[src/rtl/cajero_pkg.sv]
// Shared definitions for the ATM keypad front-end: key codes, FSM states,
// amount width and small decode helpers.
package cajero_pkg;

   localparam int MONTO_W = 32;

   localparam logic [3:0] TECLA_ENTER  = 4'hA;
   localparam logic [3:0] TECLA_BORRAR = 4'hB;

   typedef enum logic [1:0] {
      INACTIVO,
      LIBRE,
      FILTRO,
      SOSTENIDA
   } estado_t;

   // What the top level does with one accepted key.
   typedef enum logic [2:0] {
      ACC_NADA,
      ACC_DIGITO,
      ACC_SUMAR,
      ACC_ENTREGAR,
      ACC_BORRAR,
      ACC_ERROR
   } accion_t;

   function automatic logic es_digito(input logic [3:0] c);
      return c <= 4'd9;
   endfunction

   function automatic logic [MONTO_W-1:0] agregar_digito(input logic [MONTO_W-1:0] acc,
                                                          input logic [3:0]         c);
      return acc * MONTO_W'(10) + MONTO_W'(c);
   endfunction

endpackage

[src/rtl/filtro_rebote.sv]
// Key filter: state machine, sample counter and code register; emits a
// one-cycle tecla_valida with the accepted code. TECLADO_REBOTE_EN selects debouncing.
module filtro_rebote
   import cajero_pkg::*;
#(
   parameter int CICLOS_REBOTE = 4
) (
   input  logic       clk,
   input  logic       rst,
   input  logic       tarjeta,
   input  logic       presionada,
   input  logic [3:0] tecla,
   output logic       tecla_valida,
   output logic [3:0] codigo
);

   if (CICLOS_REBOTE < 1 || CICLOS_REBOTE > 255) begin : g_rebote_invalido
      $error("CICLOS_REBOTE must be within 1..255");
   end

   estado_t    estado, estado_sig;
   logic [3:0] codigo_sig;

`ifdef TECLADO_REBOTE_EN

   localparam logic [7:0] LIMITE = 8'(CICLOS_REBOTE - 1);

   logic [7:0] cuenta, cuenta_sig;

   always_ff @(posedge clk or negedge rst) begin
      if (!rst) begin
         estado <= INACTIVO;
         codigo <= '0;
         cuenta <= '0;
      end else begin
         // NOTE: state registers use non-blocking assignments so every flop
         // samples the values from before this edge, independent of order.
         estado <= estado_sig;
         codigo <= codigo_sig;
         cuenta <= cuenta_sig;
      end
   end

   always_comb begin
      // NOTE: every output of this block gets a default first; a path that
      // left one unassigned would infer a latch.
      estado_sig   = estado;
      codigo_sig   = codigo;
      cuenta_sig   = cuenta;
      tecla_valida = 1'b0;
      if (!tarjeta) begin
         estado_sig = INACTIVO;
         codigo_sig = '0;
         cuenta_sig = '0;
      end else begin
         case (estado)
            INACTIVO: estado_sig = LIBRE;
            LIBRE: begin
               if (presionada) begin
                  codigo_sig = tecla;
                  cuenta_sig = '0;
                  estado_sig = FILTRO;
               end
            end
            FILTRO: begin
               if (!presionada) begin
                  estado_sig = LIBRE;
               end else if (tecla != codigo) begin
                  codigo_sig = tecla;
                  cuenta_sig = '0;
               end else if (cuenta == LIMITE) begin
                  tecla_valida = 1'b1;
                  cuenta_sig   = '0;
                  estado_sig   = SOSTENIDA;
               end else begin
                  cuenta_sig = cuenta + 8'd1;
               end
            end
            SOSTENIDA: begin
               // Only a run of release samples ends the press; code changes are ignored.
               if (presionada) begin
                  cuenta_sig = '0;
               end else if (cuenta == LIMITE) begin
                  cuenta_sig = '0;
                  estado_sig = LIBRE;
               end else begin
                  cuenta_sig = cuenta + 8'd1;
               end
            end
            default: estado_sig = INACTIVO;
         endcase
      end
   end

`else

   // Without debouncing the first sampled press is accepted; the flag delays
   // the action by one edge so the strobe lands at k+1.
   logic aceptada, aceptada_sig;

   always_ff @(posedge clk or negedge rst) begin
      if (!rst) begin
         estado   <= INACTIVO;
         codigo   <= '0;
         aceptada <= 1'b0;
      end else begin
         estado   <= estado_sig;
         codigo   <= codigo_sig;
         aceptada <= aceptada_sig;
      end
   end

   always_comb begin
      estado_sig   = estado;
      codigo_sig   = codigo;
      aceptada_sig = 1'b0;
      if (!tarjeta) begin
         estado_sig = INACTIVO;
         codigo_sig = '0;
      end else begin
         case (estado)
            INACTIVO: estado_sig = LIBRE;
            LIBRE: begin
               if (presionada) begin
                  codigo_sig   = tecla;
                  aceptada_sig = 1'b1;
                  estado_sig   = SOSTENIDA;
               end
            end
            SOSTENIDA: begin
               if (!presionada) begin
                  estado_sig = LIBRE;
               end
            end
            default: estado_sig = LIBRE;
         endcase
      end
   end

   assign tecla_valida = aceptada;

`endif

endmodule

[src/rtl/interfaz_teclado.sv]
// ATM keypad front-end: PIN digits and decimal amount accumulation on top of
// filtro_rebote. Debounce enabled with TECLADO_REBOTE_EN.
module interfaz_teclado
   import cajero_pkg::*;
#(
   parameter int CICLOS_REBOTE = 4,
   parameter int MAX_DIGITOS   = 9
) (
   input  logic               clk,
   input  logic               rst,
   input  logic               tarjetaRecibida,
   input  logic               modoMonto,
   input  logic               teclaPresionada,
   input  logic [3:0]         tecla,
   output logic [3:0]         digito,
   output logic               digitoSTB,
   output logic [MONTO_W-1:0] monto,
   output logic               montoSTB,
   output logic               errorTecla
);

   if (MAX_DIGITOS < 1 || MAX_DIGITOS > 9) begin : g_max_digitos_invalido
      $error("MAX_DIGITOS must be within 1..9");
   end

   localparam logic [3:0] CUENTA_MAX = 4'(MAX_DIGITOS);

   logic               tecla_valida;
   logic [3:0]         codigo;
   logic [MONTO_W-1:0] acumulado;
   logic [3:0]         cuenta;
   accion_t            accion;

   filtro_rebote #(
      .CICLOS_REBOTE(CICLOS_REBOTE)
   ) u_filtro (
      .clk         (clk),
      .rst         (rst),
      .tarjeta     (tarjetaRecibida),
      .presionada  (teclaPresionada),
      .tecla       (tecla),
      .tecla_valida(tecla_valida),
      .codigo      (codigo)
   );

   always_comb begin
      accion = ACC_NADA;
      if (tecla_valida) begin
         if (!modoMonto) begin
            accion = ACC_DIGITO;
         end else if (es_digito(codigo)) begin
            accion = (cuenta < CUENTA_MAX) ? ACC_SUMAR : ACC_ERROR;
         end else if (codigo == TECLA_ENTER) begin
            accion = (cuenta != 4'd0) ? ACC_ENTREGAR : ACC_ERROR;
         end else if (codigo == TECLA_BORRAR) begin
            accion = ACC_BORRAR;
         end else begin
            accion = ACC_ERROR;
         end
      end
   end

   always_ff @(posedge clk or negedge rst) begin
      if (!rst) begin
         digito     <= '0;
         digitoSTB  <= 1'b0;
         monto      <= '0;
         montoSTB   <= 1'b0;
         errorTecla <= 1'b0;
         acumulado  <= '0;
         cuenta     <= '0;
      end else begin
         digitoSTB  <= 1'b0;
         montoSTB   <= 1'b0;
         errorTecla <= 1'b0;
         if (!tarjetaRecibida) begin
            // Card removal outranks any key accepted in the same cycle.
            digito    <= '0;
            monto     <= '0;
            acumulado <= '0;
            cuenta    <= '0;
         end else if (!modoMonto) begin
            acumulado <= '0;
            cuenta    <= '0;
            if (accion == ACC_DIGITO) begin
               digito    <= codigo;
               digitoSTB <= 1'b1;
            end
         end else begin
            case (accion)
               ACC_SUMAR: begin
                  acumulado <= agregar_digito(acumulado, codigo);
                  cuenta    <= cuenta + 4'd1;
               end
               ACC_ENTREGAR: begin
                  monto     <= acumulado;
                  montoSTB  <= 1'b1;
                  acumulado <= '0;
                  cuenta    <= '0;
               end
               ACC_BORRAR: begin
                  acumulado <= '0;
                  cuenta    <= '0;
               end
               ACC_ERROR: errorTecla <= 1'b1;
               default: ;
            endcase
         end
      end
   end

endmodule
[config.mk]
export PLATFORM = sky130hd
export DESIGN_NAME = interfaz_teclado
export DESIGN_NICKNAME = d
export VERILOG_FILES = /design/src/rtl/cajero_pkg.sv /design/src/rtl/filtro_rebote.sv /design/src/rtl/interfaz_teclado.sv
export SDC_FILE = /design/constraint.sdc
export NUM_CORES = 1
export LEC_CHECK = 0
export ABC_AREA = 1
export CAP_MARGIN = 5
export CORE_ASPECT_RATIO = 0.8
export CORE_MARGIN = 8
export CORE_UTILIZATION = 55
export DETAILED_ROUTE_END_ITERATION = 16
export GPL_ROUTABILITY_DRIVEN = 0
export GPL_TIMING_DRIVEN = 0
export PLACE_DENSITY_LB_ADDON = 0.12
export SYNTH_ARGS = -nofsm -noshare
export SYNTH_HDL_FRONTEND = slang
export SYNTH_HIERARCHICAL = 1
export SYNTH_SLANG_ARGS = --single-unit
[constraint.sdc]
create_clock -name clk -period 5.27 [get_ports clk]
set_input_delay 1.581 -clock clk [delete_from_list [all_inputs] [get_ports clk]]
set_output_delay 1.581 -clock clk [all_outputs]
set_load 0.1 [all_outputs]
==> results of run 1 <==
[layout make-up]
type / count / share of cell area
Timing Repair Buffer: 47 / 0.0626
Clock inverter: 3 / 0.00516
Tap cell: 152 / 0.0245
Buffer: 17 / 0.0113
Multi-Input combinational cell: 742 / 0.522
Inverter: 162 / 0.0784
Sequential cell: 82 / 0.264
Clock buffer: 12 / 0.0318
[logic make-up (layout without fill, tap and decap cells)]
logic type | after synthesis | in the layout | share of synthesized area
compound gates | 107 | 107 | 0.0863
xor+xnor | 7 | 7 | 0.00902
fa+ha+maj | 62 | 62 | 0.116
buf+inv | 179 | 241 | 0.102
flops | 82 | 82 | 0.302
simple gates | 566 | 566 | 0.384
[through the flow]
| step | power [mW] | instances | hold WS [ps] | area, um2 |
|---|---|---|---|---|
| final | 1.36 | 1217 | 479 | 7760 |
| after global routing | 1.41 | 1217 | 519 | 7760 |
| after CTS | 1.37 | 1217 | 486 | 7760 |
| after detailed placement | 0.766 | 1202 | 474 | 7470 |
| after global placement | 0.762 | 1201 | 475 | 7450 |
| after floorplan | 0.723 | 1003 | 442 | 6800 |
[cell usage in the layout, fill, tap and decap left out, types with 8 or more instances in the layout]
master / count
ha_1: 60
nand2_1: 306
a21oi_1: 25
nor2_4: 10
clkdlybuf4s50_1: 45
o21ai_0: 57
nand3_1: 110
nand4_1: 14
nand3_2: 9
clkbuf_16: 9
clkbuf_1: 12
inv_2: 8
nand2_2: 26
inv_1: 154
nor2_1: 61
dfrtp_1: 82
o22ai_1: 11
nor2_2: 12
[Yosys cell counts (3+ instances only)]
cell,count,area [um2]
nand3_1,110,551
clkbuf_1,10,37.5
ha_1,60,751
a21oi_1,25,125
dfrtp_1,82,2050
inv_1,154,578
nand2_4,4,45.0
o21ai_1,3,15.0
a31oi_1,3,18.8
nand3_2,9,90.1
nand3b_1,5,37.5
nor2_2,12,75.1
inv_2,8,30.0
nor3_1,5,25.0
nand2_1,306,1150
xor2_1,5,43.8
nor2_1,61,229
o21ai_0,57,285
nand4_1,14,87.6
o22ai_1,11,68.8
nand2_2,26,163
nor2_4,10,113
[layer usage]
metal / vias to the layer above / GRT usage / share of wire / wire [um]
li1: 3342 / - / - / -
met1: 2979 / 0.317 / 0.49 / 8700
met2: 180 / 0.359 / 0.44 / 7810
met3: 38 / 0.0399 / 0.052 / 936
met4: 0 / 0.0758 / 0.027 / 484
met5: - / 0 / 0 / 0
[worst max path at each step]
stage,slack [ps],from,endpoint,cells after the start
2_1_floorplan,2480,acumulado[1],acumulado[26],16
3_3_place_gp,-250,rst,u_filtro/estado[0],1
3_5_place_dp,1550,modoMonto,acumulado[18],12
4_1_cts,1800,monto[11],monto[11],1
5_1_grt,1720,modoMonto,acumulado[18],12
6_report,1820,monto[15],monto[15],1
[sequential cells by signal, indices dropped and copies added, names as in the netlist, 2 cells and up]
register	cells
acumulado	32
monto	32
cuenta	4
digito	4
u_filtro/codigo	4
u_filtro/estado	2
[power by group through the flow]
| stage | combinational (mW) | clock, mW | sequential [mW] |
|---|---|---|---|
| after global placement | 0.101 | 0 | 0.662 |
| after detailed placement | 0.105 | 0 | 0.661 |
| final | 0.105 | 0.603 | 0.650 |
| after CTS | 0.106 | 0.616 | 0.650 |
| after floorplan | 0.0604 | 0 | 0.663 |
| after global routing | 0.121 | 0.638 | 0.651 |
[worst register-to-register path: cells and delay by family (launching register included)]
family / cells / cell delay [ps]
AO/OA/AOI/OAI: 2 / 320
adder cells (fa/ha/maj): 3 / 1190
flip-flops: 1 / 430
AND/OR/NAND/NOR: 9 / 1260
==> impl_metrics.env, run 1 <==
export IMPL_worstHoldStart="acumulado[31]"
export IMPL_status="completed"
export IMPL_grt_max_degree=68
export IMPL_die_area_um2=16200
export IMPL_coreArea_um2=12100
export IMPL_ir_worst_vdd_mv=0.210
export IMPL_syn_to_final_growth_pct=14.2
export IMPL_wl_per_cell_um=14.7
export IMPL_dp_hpwl_mm=14.6
export IMPL_grt_first_pass_wirelength_mm=29.8
export IMPL_ys_seq_area_frac=0.302
export IMPL_cts_root_buffer="clkbuf_16"
export IMPL_regToRegEndpoint="acumulado[24]"
export IMPL_ctsResizeCount=0
export IMPL_final_util=0.640
export IMPL_pre_cts_ws_ps=1550
export IMPL_max_stage_delay_ps=1170
export IMPL_end_kind="output pin"
export IMPL_drcViolationCount=0
export IMPL_fin_crit_ps=3450
export IMPL_post_cts_setup_buffers=0
export IMPL_finalNetCount=1132
export IMPL_ctsHtreeMaxLevel=3
export IMPL_cts_sinks=82
export IMPL_setup_viol=0
export IMPL_fillers=1111
export IMPL_ys_ff_latch=82
export IMPL_synth_fp_nets=1074
export IMPL_rrSetupSlack_ps=1940
export IMPL_slew_viol_final=0
export IMPL_syn_instance_count=1003
export IMPL_leakagePower_nw=4.07
export IMPL_clk_pin_slew_ps=60
export IMPL_drive_gt1_frac=0.0864
export IMPL_p_int_mw=1.05
export IMPL_cts_path_max_buffers=2
export IMPL_die_y_um=115
export IMPL_cp_top_family="buffers and inverters"
export IMPL_die_width_um=140
export IMPL_power_share_combinational=0.077
export IMPL_vias=6539
export IMPL_r2r_start="acumulado[1]"
export IMPL_critical_path_slowest_cell="clkdlybuf4s50_1"
export IMPL_ys_warn_count=6
export IMPL_p_switching_uw=310
export IMPL_p_clk_frac=0.444
export IMPL_cp_required_ps=3690
export IMPL_synth_edf_count=0
export IMPL_min_path_type="reg2reg"
export IMPL_antenna_left=0
export IMPL_io_pins=48
export IMPL_crit_fanout=2
export IMPL_layout_setup_ws_ps=1820
export IMPL_routed_via_density=5.37
export IMPL_rr_worst_depth=14
export IMPL_critPathKind="reg2out"
export IMPL_crit_buf_inv=1
export IMPL_power_density_nw_per_um2=175
export IMPL_synth_distinct_cells=38
export IMPL_grt_pass1_vias=6007
export IMPL_finClkSkew_ps=7.27
export IMPL_seqCellArea_um2=2050
export IMPL_hold_end="monto[31]"
export IMPL_hold_viol_final=0
export IMPL_p_sw_frac=0.229
export IMPL_netlist_area_um2=6800
export IMPL_rsz0062_at_grt="false"
export IMPL_slew_headroom=0.315
export IMPL_arrival_ps=1870
export IMPL_grt_overflow=0
export IMPL_syn_area_per_cell_um2=6.78
export IMPL_first_pass_iters=7
export IMPL_cts_buffers=9
export IMPL_fin_tns_setup_ps=0
export IMPL_antenna_cells=0
export IMPL_cts_tree="built"
export IMPL_drt_iter0_drc=596
export IMPL_clk_latency_ps=340
export IMPL_synth_flop_cell="dfrtp_1"
export IMPL_start_util=0.561
export IMPL_min_path_cells=2
export IMPL_cp_start_kind="flip-flop"
export IMPL_cts_hold_buf=0
export IMPL_p_seq_frac=0.479
export IMPL_max_cap_violations=0
export IMPL_multiInputGateArea_um2=4050
export IMPL_synthArstFlopShare=1.00
export IMPL_num_rows=36
export IMPL_io_buffer_count=46
export IMPL_timing_fmax_ghz=0.290
export IMPL_grt_use_total=0.229
export IMPL_crit_chain="clkdlybuf4s50_1"
export IMPL_antenna_found_initial=0
export IMPL_worst_pin_slew_ps=1020
export IMPL_wl_mm=17.9
export IMPL_fin_crit_sh=0.655
Note: power is estimated with default switching activity, not from simulation.
==> run 2, diff against run 1 <==
==> constraint.sdc (replaced) <==
create_clock -name clk -period 3.04 [get_ports clk]
set_input_delay 0.912 -clock clk [delete_from_list [all_inputs] [get_ports clk]]
set_output_delay 0.912 -clock clk [all_outputs]
set_load 0.1 [all_outputs]
==> impl_metrics.env, run 2 (synthesized netlist as in run 1, its figures left out) <==
export IMPL_finalPower_mw=2.37
export IMPL_finalNetCount=1150
export IMPL_clk_pin_slew_ps=60
export IMPL_drive_gt1_frac=0.152
export IMPL_finClkSkew_ps=5.27
export IMPL_antenna_left=0
export IMPL_grt_max_degree=68
export IMPL_mostFrequentLayoutCell="nand2_1"
export IMPL_cts_sinks=82
export IMPL_cts_tree="built"
export IMPL_syn_to_final_growth_pct=20.2
export IMPL_die_y_um=115
export IMPL_io_buffer_count=46
export IMPL_antenna_found_initial=0
export IMPL_ir_worst_vdd_mv=0.363
export IMPL_crit_fanout=4
export IMPL_coreArea_um2=12100
export IMPL_dp_hpwl_mm=14.6
export IMPL_drcViolationCount=0
export IMPL_grt_first_pass_wirelength_mm=30.0
export IMPL_place_inst=1202
export IMPL_hold_viol_final=0
export IMPL_whs_ps=433
export IMPL_dpl_cell_area_um2=7470
export IMPL_rsz0062_at_grt="true"
export IMPL_fin_crit_sh=0.978
export IMPL_cts_buffers=9
export IMPL_power_density_nw_per_um2=290
export IMPL_cts_path_max_buffers=2
export IMPL_layout_setup_ws_ps=66.8
export IMPL_worst_pin_slew_ps=1020
export IMPL_grt_overflow=0
export IMPL_clk_latency_ps=330
export IMPL_fillers=1062
export IMPL_arrival_ps=3250
export IMPL_cp_required_ps=3320
export IMPL_cts_hold_buf=0
export IMPL_drt_iter0_drc=600
export IMPL_io_pins=48
export IMPL_wl_mm=18.7
export IMPL_critPathKind="reg2reg"
export IMPL_setup_viol=0
export IMPL_end_kind="flip-flop"
export IMPL_layout_cells_most_common_list="nand2_1 (289), inv_1 (152), nand3_1 (104), dfrtp_1 (81), o21ai_0 (56)"
export IMPL_instances_no_fill=1235
export IMPL_cp_start_kind="flip-flop"
export IMPL_die_width_um=140
export IMPL_first_pass_iters=7
export IMPL_grt_pass1_vias=6081
export IMPL_wl_per_cell_um=15.1
export IMPL_vias=6670
export IMPL_max_cap_violations=0
export IMPL_ctsHtreeMaxLevel=3
export IMPL_leakagePower_nw=4.17
export IMPL_status="completed"
export IMPL_stdcell_area_um2=8170
export IMPL_fin_crit_ps=2970
export IMPL_antenna_cells=0
export IMPL_slew_headroom=0.315
export IMPL_top_regs="acumulado: 32 flops, monto: 32 flops"
export IMPL_die_area_um2=16200
export IMPL_pre_cts_ws_ps=-236
export IMPL_slew_viol_final=0
export IMPL_min_path_type="in2async"
export IMPL_num_rows=36
export IMPL_timing_fmax_ghz=0.336
export IMPL_grt_use_total=0.231
export IMPL_start_util=0.561
export IMPL_cts_root_buffer="clkbuf_16"
export IMPL_routed_via_density=5.40
==> run 2: per-layer routing <==
metal	vias to the layer above	GRT usage	wire length, um
met5	-	0	0
met4	0	0.0750	445
met3	33	0.0399	928
met2	179	0.364	8370
met1	3087	0.318	8940
li1	3371	-	-
==> run 2: area by class of cell <==
class                      instances  area, um2  area share
multi-input combinational        742       4320       0.528
sequential                        82       2050       0.251
timing repair buffer              65        628      0.0769
inverter                         162        608      0.0744
clock buffer                      12        246      0.0302
tap                              152        190      0.0233
buffer                            17       87.6      0.0107
clock inverter                     3       40.0     0.00490
==> run 2: through the flow <==
step,setup TNS [ps],utilization
2_1_floorplan,0,-
3_3_place_gp,-150270,0.615
3_5_place_dp,-2360,0.617
4_1_cts,-2.60,0.647
5_1_grt,-221,0.674
6_report,0,0.674
==> run 2: power by group <==
part           switching [mW]  internal, mW  leakage (nW)
combinational           0.133        0.0639          2.89
sequential             0.0177          1.11          1.14
clock                   0.398         0.651         0.142
==> run 2: path summary, 6_finish.rpt <==
kind,start,to,slack (ps),depth (start not counted)
max,acumulado[1],acumulado[30],70,17
min,rst,acumulado[27],430,1
max reg2reg,acumulado[1],acumulado[30],70,17
min reg2reg,acumulado[31],monto[31],480,2
max in group asynchronous,rst,acumulado[2],2010,2
min in group clk,acumulado[31],monto[31],480,2
==> run 2: timing repair <==
action	CTS	global route
setup buffers	7	11
gates resized for setup	9	63
pin swaps	5	19
setup endpoints to repair	17	17
==> run 2: critical path, stage by stage, from the launching register on <==
cell     delay [ps]
dfrtp_1         420
ha_4            260
ha_4            170
fa_2            590
buf_6           120
nand3_1          90
o21ai_2         100
nand3_2         140
nor2_4          150
nand2_2          90
nor2_4          200
buf_4           150
nand3_1          60
nor2_1           90
nand3_1          80
nand2_1          60
nand3_1          60
nand2_1          60
==> run 3, diff against run 2 <==
--- a/config.mk
+++ b/config.mk
@@ -10,10 +10,12 @@
 export CORE_ASPECT_RATIO = 0.8
 export CORE_MARGIN = 8
 export CORE_UTILIZATION = 55
+export CTS_CLUSTER_SIZE = 20
 export DETAILED_ROUTE_END_ITERATION = 16
 export GPL_ROUTABILITY_DRIVEN = 0
 export GPL_TIMING_DRIVEN = 0
 export PLACE_DENSITY_LB_ADDON = 0.12
+export SKIP_CTS_REPAIR_TIMING = 1
 export SYNTH_ARGS = -nofsm -noshare
 export SYNTH_HDL_FRONTEND = slang
 export SYNTH_HIERARCHICAL = 1
==> impl_metrics.env, run 3 (synthesized netlist as in run 1, its figures left out) <==
export IMPL_fin_crit_ps=3060
export IMPL_grt_max_degree=68
export IMPL_io_pins=48
export IMPL_violations="negative setup slack"
export IMPL_ctsHtreeMaxLevel=3
export IMPL_slew_headroom=0.313
export IMPL_status="complete, but fails checks"
export IMPL_drive_gt1_frac=0.137
export IMPL_end_kind="flip-flop"
export IMPL_setup_viol=3
export IMPL_mostFrequentLayoutCell="nand2_1"
export IMPL_antenna_left=0
export IMPL_first_pass_iters=6
export IMPL_ir_worst_vdd_mv=0.361
export IMPL_syn_to_final_growth_pct=18.7
export IMPL_finClkSkew_ps=6.54
export IMPL_vias=6684
export IMPL_cts_sinks=82
export IMPL_finalNetCount=1144
export IMPL_critical_path_slowest_cell="fa_2"
export IMPL_die_area_um2=16200
export IMPL_grt_use_total=0.229
export IMPL_max_stage_delay_ps=620
export IMPL_cts_root_buffer="clkbuf_16"
export IMPL_drt_iter0_drc=536
export IMPL_clk_latency_ps=340
export IMPL_cts_path_max_buffers=2
export IMPL_cp_start_kind="flip-flop"
export IMPL_die_y_um=115
export IMPL_routed_via_density=5.44
export IMPL_top_regs="acumulado: 32 flops, monto: 32 flops"
export IMPL_antenna_found_initial=0
export IMPL_crit_fanout=5
export IMPL_cts_buffers=9
export IMPL_antenna_cells=0
export IMPL_wl_per_cell_um=15.1
export IMPL_highest_layer="met4"
export IMPL_cpMostUsedCell="nor2_4"
export IMPL_min_path_type="in2async"
export IMPL_drcViolationCount=0
export IMPL_io_buffer_count=46
export IMPL_crit_chain="ha_4, ha_4, fa_2, nand4_1, o21ai_2, nand3_2, nor2_4, nand2_2, nor2_4, nand3_4, nor2_4, nand2_1, nand3_1, o21ai_1"
export IMPL_arrival_ps=3260
export IMPL_die_width_um=140
export IMPL_finalPower_mw=2.36
export IMPL_power_density_nw_per_um2=293
export IMPL_wirelength_met1_mm=8.89
export IMPL_layout_setup_ws_ps=-18.7
export IMPL_start_util=0.561
export IMPL_timing_fmax_ghz=0.327
export IMPL_hold_viol_final=0
export IMPL_fin_tns_setup_ps=-49.2
export IMPL_coreArea_um2=12100
export IMPL_grt_pass1_vias=6007
export IMPL_critPathKind="reg2reg"
export IMPL_cts_tree="built"
export IMPL_cp_top_family="simple AND/OR/NAND/NOR gates"
export IMPL_max_cap_violations=0
export IMPL_slew_viol_final=0
export IMPL_worst_pin_slew_ps=1030
export IMPL_leakagePower_nw=4.13
export IMPL_wl_met3_um=865
export IMPL_clk_pin_slew_ps=60
export IMPL_fin_crit_sh=1.01
export IMPL_cp_required_ps=3240
export IMPL_wl_mm=18.5
export IMPL_grt_first_pass_wirelength_mm=29.8
export IMPL_layout_cells_most_common_list="nand2_1 (297), inv_1 (152), nand3_1 (103), dfrtp_1 (80), o21ai_0 (55)"
export IMPL_rsz0062_at_grt="true"
export IMPL_wl_met2_mm=8.34
export IMPL_crit_buf_inv=0
export IMPL_num_rows=36
export IMPL_dp_hpwl_mm=14.6
export IMPL_grt_overflow=0
## run 3: cell types whose count changed in the layout (fill, tap and decap cells not counted), sizes merged
cell  delta
buf      -6
## run 3: stage by stage
| step | std cells | worst slack (ps) | hold WS (ps) | cell area (um2) | util |
|---|---|---|---|---|---|
| after floorplan | 1003 | 249 | 442 | 6800 | - |
| after CTS | 1217 | -257 | 428 | 7760 | 0.640 |
| after detailed placement | 1202 | -236 | 474 | 7470 | 0.617 |
| after global placement | 1201 | -1810 | 475 | 7450 | 0.615 |
| final | 1229 | -18.7 | 431 | 8070 | 0.666 |
| after global routing | 1229 | -171 | 437 | 8070 | 0.666 |
## run 3: layer usage
layer  vias up  track usage
met5         -            0
met1      3115        0.317
met3        38       0.0399
met4         0       0.0758
li1       3359            -
met2       172        0.359
## run 3: layout make-up
type | instances | area [um2]
inverters | 162 | 608
clock buffers | 12 | 246
multi-input cells | 742 | 4270
well taps | 152 | 190
repair buffers | 59 | 579
clock inverters | 3 | 40.0
fillers | 1072 | 4050
flip-flops and latches | 82 | 2050
plain buffers | 17 | 87.6
## run 3: final timing paths
kind / startpoint / to / slack [ps] / depth (start not counted)
setup / recovery: acumulado[3] / acumulado[24] / -20 / 14
hold / removal: rst / acumulado[27] / 430 / 1
setup reg to reg: acumulado[3] / acumulado[24] / -20 / 14
hold reg to reg: acumulado[31] / monto[31] / 480 / 2
max in group asynchronous: rst / acumulado[3] / 2000 / 2
min in group clk: acumulado[31] / monto[31] / 480 / 2
## run 3: power by group
group / internal [mW] / total (mW) / switching, mW
clock network: 0.651 / 1.05 / 0.397
logic: 0.0600 / 0.189 / 0.129
registers: 1.11 / 1.13 / 0.0180
